File: config.mk
export PLATFORM = sky130hd
export DESIGN_NAME = fifo_wr_arbiter
export DESIGN_NICKNAME = d
export VERILOG_FILES = /design/src/rtl/fifo_arb_pkg.sv /design/src/rtl/fifo_rr_pick.sv /design/src/rtl/fifo_wr_arbiter.sv
export SDC_FILE = /design/constraint.sdc
export NUM_CORES = 1
export LEC_CHECK = 0
export CORE_UTILIZATION = 30
export CTS_BUF_LIST = sky130_fd_sc_hd__clkbuf_8
export DETAILED_ROUTE_END_ITERATION = 8
export GPL_TIMING_DRIVEN = 0
export PLACE_DENSITY = 0.83
export SETUP_SLACK_MARGIN = 0.1
export SYNTH_ARGS = -nofsm -noshare
export SYNTH_HDL_FRONTEND = slang
export SYNTH_SLANG_ARGS = --single-unit
File: constraint.sdc
create_clock -name Clk -period 1.72 [get_ports Clk]
set_input_delay 0.344 -clock Clk [delete_from_list [all_inputs] [get_ports Clk]]
set_output_delay 0.344 -clock Clk [all_outputs]
set_load 0.01 [all_outputs]
File: src/rtl/fifo_arb_pkg.sv
// Shared definitions for the FIFO write-port arbiter: state encoding and width helper.
package fifo_arb_pkg;

    localparam logic [0:0] IDLE  = 1'b0;
    localparam logic [0:0] GRANT = 1'b1;

    // Index width for n items, never less than one bit so NREQ=1 still has a legal vector.
    function automatic int unsigned clog2Min1(input int unsigned n);
        int unsigned w;
        w = 0;
        for (int unsigned i = 0; i < 32; i++) begin
            if ((64'd1 << i) < 64'(n)) w = i + 1;
        end
        return (w == 0) ? 1 : w;
    endfunction

endpackage

File: src/rtl/fifo_rr_pick.sv
// Combinational round-robin search: first active request after RrLast, wrapping modulo NREQ.
module fifo_rr_pick #(
    parameter int unsigned NREQ   = 2,
    parameter int unsigned IWIDTH = 1
) (
    input  logic [NREQ-1:0]   Req,
    input  logic [IWIDTH-1:0] RrLast,
    output logic [IWIDTH-1:0] Winner,
    output logic              Valid
);

    always_comb begin
        int unsigned idx;
        Winner = '0;
        Valid  = 1'b0;
        idx    = 0;
        for (int unsigned k = 1; k <= NREQ; k++) begin
            idx = 32'(RrLast) + k;
            if (idx >= NREQ) idx = idx - NREQ;
            if (!Valid && ((Req >> idx) & NREQ'(1)) != '0) begin
                Winner = IWIDTH'(idx);
                Valid  = 1'b1;
            end
        end
    end

endmodule

File: src/rtl/fifo_wr_arbiter.sv
// Round-robin arbiter sharing one FIFO write port among NREQ requesters, in bursts of up to
// BURST_MAX words, with every write gated by the FIFO full flag.
module fifo_wr_arbiter
    import fifo_arb_pkg::*;
#(
    parameter int unsigned NREQ      = 2,
    parameter int unsigned DWIDTH    = 32,
    parameter int unsigned BURST_MAX = 4,
    parameter int unsigned BCWIDTH   = 3
) (
    input  logic                     Clk,
    input  logic                     RstN,
    input  logic                     ClrN,
    input  logic [NREQ-1:0]          Req_N,
    input  logic [NREQ*DWIDTH-1:0]   Req_Data,
    output logic [NREQ-1:0]          Gnt_N,
    output logic [NREQ-1:0]          Ack_N,
    output logic                     Busy,
    input  logic                     F_FullN,
    output logic                     FInN,
    output logic [DWIDTH-1:0]        F_DataIn
);

    localparam int unsigned IWIDTH = clog2Min1(NREQ);

    logic [0:0]         state;
    logic [NREQ-1:0]    gntN;
    logic [IWIDTH-1:0]  gntIdx;
    logic [IWIDTH-1:0]  rrLast;
    logic [BCWIDTH-1:0] burstCnt;
    logic [IWIDTH-1:0]  pickWinner;
    logic               pickValid;
    logic               reqHeld;
    logic               write;
    logic               burstEnd;
    logic               relGrant;

    fifo_rr_pick #(
        .NREQ   (NREQ),
        .IWIDTH (IWIDTH)
    ) uPick (
        .Req    (~Req_N),
        .RrLast (rrLast),
        .Winner (pickWinner),
        .Valid  (pickValid)
    );

    // gntN is all ones in IDLE, so reqHeld (and hence write) can only be true in GRANT.
    assign Busy     = (state == GRANT);
    assign reqHeld  = |(~Req_N & ~gntN);
    assign write    = Busy && reqHeld && F_FullN && ClrN;
    assign burstEnd = write && (burstCnt == BCWIDTH'(BURST_MAX - 1));
    assign relGrant = !reqHeld || burstEnd || !F_FullN;

    assign Gnt_N    = gntN;
    assign FInN     = !write;
    assign Ack_N    = gntN | {NREQ{~write}};
    assign F_DataIn = Busy ? DWIDTH'(Req_Data >> (32'(gntIdx) * DWIDTH)) : '0;

    always_ff @(posedge Clk or negedge RstN) begin
        if (!RstN) begin
            state    <= IDLE;
            gntN     <= '1;
            gntIdx   <= '0;
            burstCnt <= '0;
            rrLast   <= IWIDTH'(NREQ - 1);
        end else if (!ClrN) begin
            state    <= IDLE;
            gntN     <= '1;
            gntIdx   <= '0;
            burstCnt <= '0;
            rrLast   <= IWIDTH'(NREQ - 1);
        end else begin
            case (state)
                IDLE: begin
                    if (F_FullN && pickValid) begin
                        state    <= GRANT;
                        gntN     <= ~(NREQ'(1) << pickWinner);
                        gntIdx   <= pickWinner;
                        rrLast   <= pickWinner;
                        burstCnt <= '0;
                    end
                end
                GRANT: begin
                    if (relGrant) begin
                        state    <= IDLE;
                        gntN     <= '1;
                        burstCnt <= '0;
                    end else if (write) begin
                        burstCnt <= burstCnt + 1'b1;
                    end
                end
                default: begin
                    state <= IDLE;
                    gntN  <= '1;
                end
            endcase
        end
    end

endmodule

==> metrics.md <==
| Metric | Value |
|---|---|
| Metal2 WL | `2.02 mm` |
| Yosys warning total | `0` |
| Die area | `3740 um2` |
| WL final | `3.99 mm` |
| Clock root buffer | `clkbuf_8` |
| Initial antenna violation count | `0` |
| Psw | `0.231 mW` |
| Clock slew at reported path FFs | `40 ps` |
| Slew Viols, Final | `0` |
| Clock Tree Buf Depth | `2` |
| CTS hold repair buffers | `0` |
| Netlist Area Pre-Place | `1050 um2` |
| Via Count | `1300` |
| Io pins | `108` |
| Pwr per Cell Area | `386 nW/um2` |
| Synth area leaders | `mux2i_1 30%, nor2b_1 19%, dfrtp_1 12%` |
| Share of cells above drive strength 1 | `27.7%` |
| Final setup fails | `0` |
| Post-synthesis sequential area ratio | `19.4%` |
| P&R area growth vs syn | `109%` |
| Comb pwr share | `48.1%` |
| Type of the tightest min-delay check | `primary input to asynchronous set/reset pin` |
| Initial DRC Count | `45` |
| Inserted Clock Buffers | `3` |
| Global-route wire length before repair | `4.99 mm` |
| Clock tree from TritonCTS | `built` |
| CP max FO | `7` |
| Place WS | `-434 ps` |
| Cell mode on critical path | `buf_6` |
| Synth Area per Inst | `8.76 um2` |
| Initial core utilization | `31.5%` |
| Htree depth | `1` |
| Final HPWL DP | `3.18 mm` |
| Sum of negative setup slack | `0 ps` |
| Largest area contributor in the netlist | `mux2i_1` |
| Clock skew | `0.600 ps` |
| Crit-path cells | `buf_6 -> buf_12 -> buf_6 -> mux2i_1 -> nor2b_1 -> buf_2` |
| Startpoint Class | `flop` |
| Antenna cell count | `0` |
| Clock Sinks | `8` |
| Die W | `61.2 um` |
| Detail Route met3 WL | `389 um` |
| First-pass DRT Iterations | `4` |
| Sw Ratio | `27.3%` |
| Final Hold Fails | `0` |
| Core ar. | `3340 um2` |
| Leakage | `0.969 nW` |
| Routed length on met1 | `1.55 mm` |
| Vias/cell | `4.58` |
| Row count | `21` |
| Status | `complete, no violations` |
| Total grt overflow | `0` |
| CP Class | `flop to output port` |
| Asr flop ratio synth | `100%` |
| Worst setup margin | `29.4 ps` |
| Setup crit end kind | `output port` |
| CP max stage delay | `370 ps` |
| Number of synthesized flops with an enable pin | `0` |
| Synth Instances | `120` |
| Fmax | `0.591 GHz` |
| Clock share of power | `27.3%` |
| Slew margin rel. | `72.8%` |
| Post-Syn Nets | `192` |
| Top routing layer in use | `met4` |
| Pint | `0.616 mW` |
| Part of the power in registers | `24.6%` |
| Peak supply drop | `0.428 mV` |
| WP data required | `1380 ps` |
| # DRC | `0` |
| Skew-Pair Late Insertion Delay | `230 ps` |
| Synth Register Bits | `8` |
| Crit share post-route | `98.3%` |
| Nets | `311` |
| Slew @ Worst Pin | `404 ps` |
| Die Span Y | `61.2 um` |
| RSZ-0062 raised after global routing | `yes` |
| Slowest cell on crit path | `dfrtp_1` |
| Vias in the first global route | `1106` |
| Antenna Nets Post-Route | `0` |
| Largest net degree at the start of global routing | `11` |
| Period minus WS final | `1690 ps` |
| Drt wl/cell | `14.1 um` |
| Maxcap violations | `0` |
| Primary flip-flop cell chosen by synthesis mapping | `dfrtp_1` |
| Tot GR Track Use | `17.9%` |
| GPL Wtd Cong | `0.718` |
| Post-synth cell types | `30` |
| Share of the synthesized area in the top cell type | `30.5%` |
| WP data arrival | `1350 ps` |
| Port Buffers | `107` |
[power by group through the flow]
| stage | Clock (mW) | Sequential [mW] | Combinational (mW) |
|---|---|---|---|
| after global routing | 0.246 | 0.209 | 0.438 |
| after CTS | 0.235 | 0.208 | 0.396 |
| after detailed placement | 0 | 0.211 | 0.403 |
| after floorplan | 0 | 0.211 | 0.148 |
| after global placement | 0 | 0.211 | 0.396 |
| final | 0.232 | 0.208 | 0.407 |
[cell families after synthesis]
group | after synthesis | share of synthesized area [%]
multiplexers | 33 | 31.9
AO/OA/AOI/OAI | 15 | 12.4
AND/OR/NAND/NOR | 47 | 26.7
adder cells (fa/ha/maj) | 2 | 2.38
buffers and inverters | 15 | 7.26
flip-flops | 8 | 19.4
[critical path: cells and delay by family (launching register included)]
kind | cells | cell delay, ps
buf+inv | 4 | 540
simple gates | 1 | 110
flops | 1 | 370
mux | 1 | 100
[Yosys cell counts, types with 2 or more instances]
cell      n
mux2i_1  32
nor2b_1  32
inv_1     7
dfrtp_1   5
buf_2     4
buf_4     4
nor2_1    4
a21oi_1   3
dfstp_2   3
nand2_1   3
a31oi_1   2
ha_1      2
o21ai_0   2
[stage by stage]
| stage | area, um2 | total power [mW] | utilization (%) | cells | hold slack [ps] |
|---|---|---|---|---|---|
| 3_5_place_dp | 2180 | 0.614 | 65.3 | 273 | 478 |
| 5_1_grt | 2200 | 0.893 | 65.8 | 284 | 423 |
| 6_report | 2200 | 0.847 | 65.8 | 284 | 397 |
| 3_3_place_gp | 2180 | 0.607 | 65.3 | 273 | 461 |
| 4_1_cts | 2160 | 0.838 | 64.6 | 280 | 404 |
| 2_1_floorplan | 1050 | 0.359 | - | 120 | 48.4 |
[cell usage in the layout (no fill, tap or decap), drive strengths merged]
master	synthesis	layout
a31oi	2	2
dfstp	3	3
dlygate4sd2	0	3
o22ai	1	1
nor2	5	5
a21o	1	1
mux2i	32	32
mux2	1	1
dlymetal6s2s	0	1
o22a	1	1
clkbuf	0	6
a22o	1	1
a21oi	3	3
nand4b	1	1
dfrtp	5	5
a2111oi	1	1
clkdlybuf4s15	0	4
o21ai	2	2
inv	7	8
a21boi	1	1
nor3	2	2
o32ai	1	1
a31o	1	1
buf	8	46
nor2b	32	32
nand3	1	1
clkdlybuf4s50	0	65
nand2	4	4
nand2b	1	1
ha	2	2
nor4	1	1
[per-layer routing]
layer  vias up  GRT usage (%)
li1        651              -
met1       586           20.1
met2        61           34.6
met3         2           3.78
met4         0           3.57
met5         -              0
[path summary, 6_finish.rpt]
kind                                              start                 endpoint  slack [ps]  depth (start not counted)
worst max-delay path                 gntIdx$_DFFE_PN0P_             F_DataIn[28]          30                          6
max in group asynchronous                          RstN       rrLast$_DFFE_PN1P_        1020                          1
worst min register to register  burstCnt[2]$_DFFE_PN0P_  burstCnt[2]$_DFFE_PN0P_         480                          1
worst min-delay path                               RstN  burstCnt[1]$_DFFE_PN0P_         400                          1
worst max register to register  burstCnt[0]$_DFFE_PN0P_     Gnt_N[0]$_DFFE_PN1P_         290                          5
min in group Clk                burstCnt[2]$_DFFE_PN0P_  burstCnt[2]$_DFFE_PN0P_         480                          1
[sequential cells by signal, summed over array words and instances (netlist names)]
signal / count
gntIdx: 1
rrLast: 1
Gnt_N: 2
Busy: 1
burstCnt: 3
[cell type report]
class	count	area, um2
Buffer	8	105
Inverter	7	26.3
Timing Repair Buffer	114	971
Multi-Input combinational cell	97	786
Tap cell	46	57.6
Sequential cell	8	205
Clock buffer	3	41.3
Fill cell	314	1140
Clock inverter	1	3.75
[what timing repair did]
| action | 4_1_cts | 5_1_grt |
|---|---|---|
| resized for setup | 154 | 14 |
| cloned | 0 | 2 |
| endpoints found under the setup margin | 38 | 34 |
| pin swaps | 0 | 2 |
| endpoints found under the hold margin | 0 | 0 |
| setup buffers | 3 | 2 |
No activity file was read; power rests on OpenSTA's default activity.
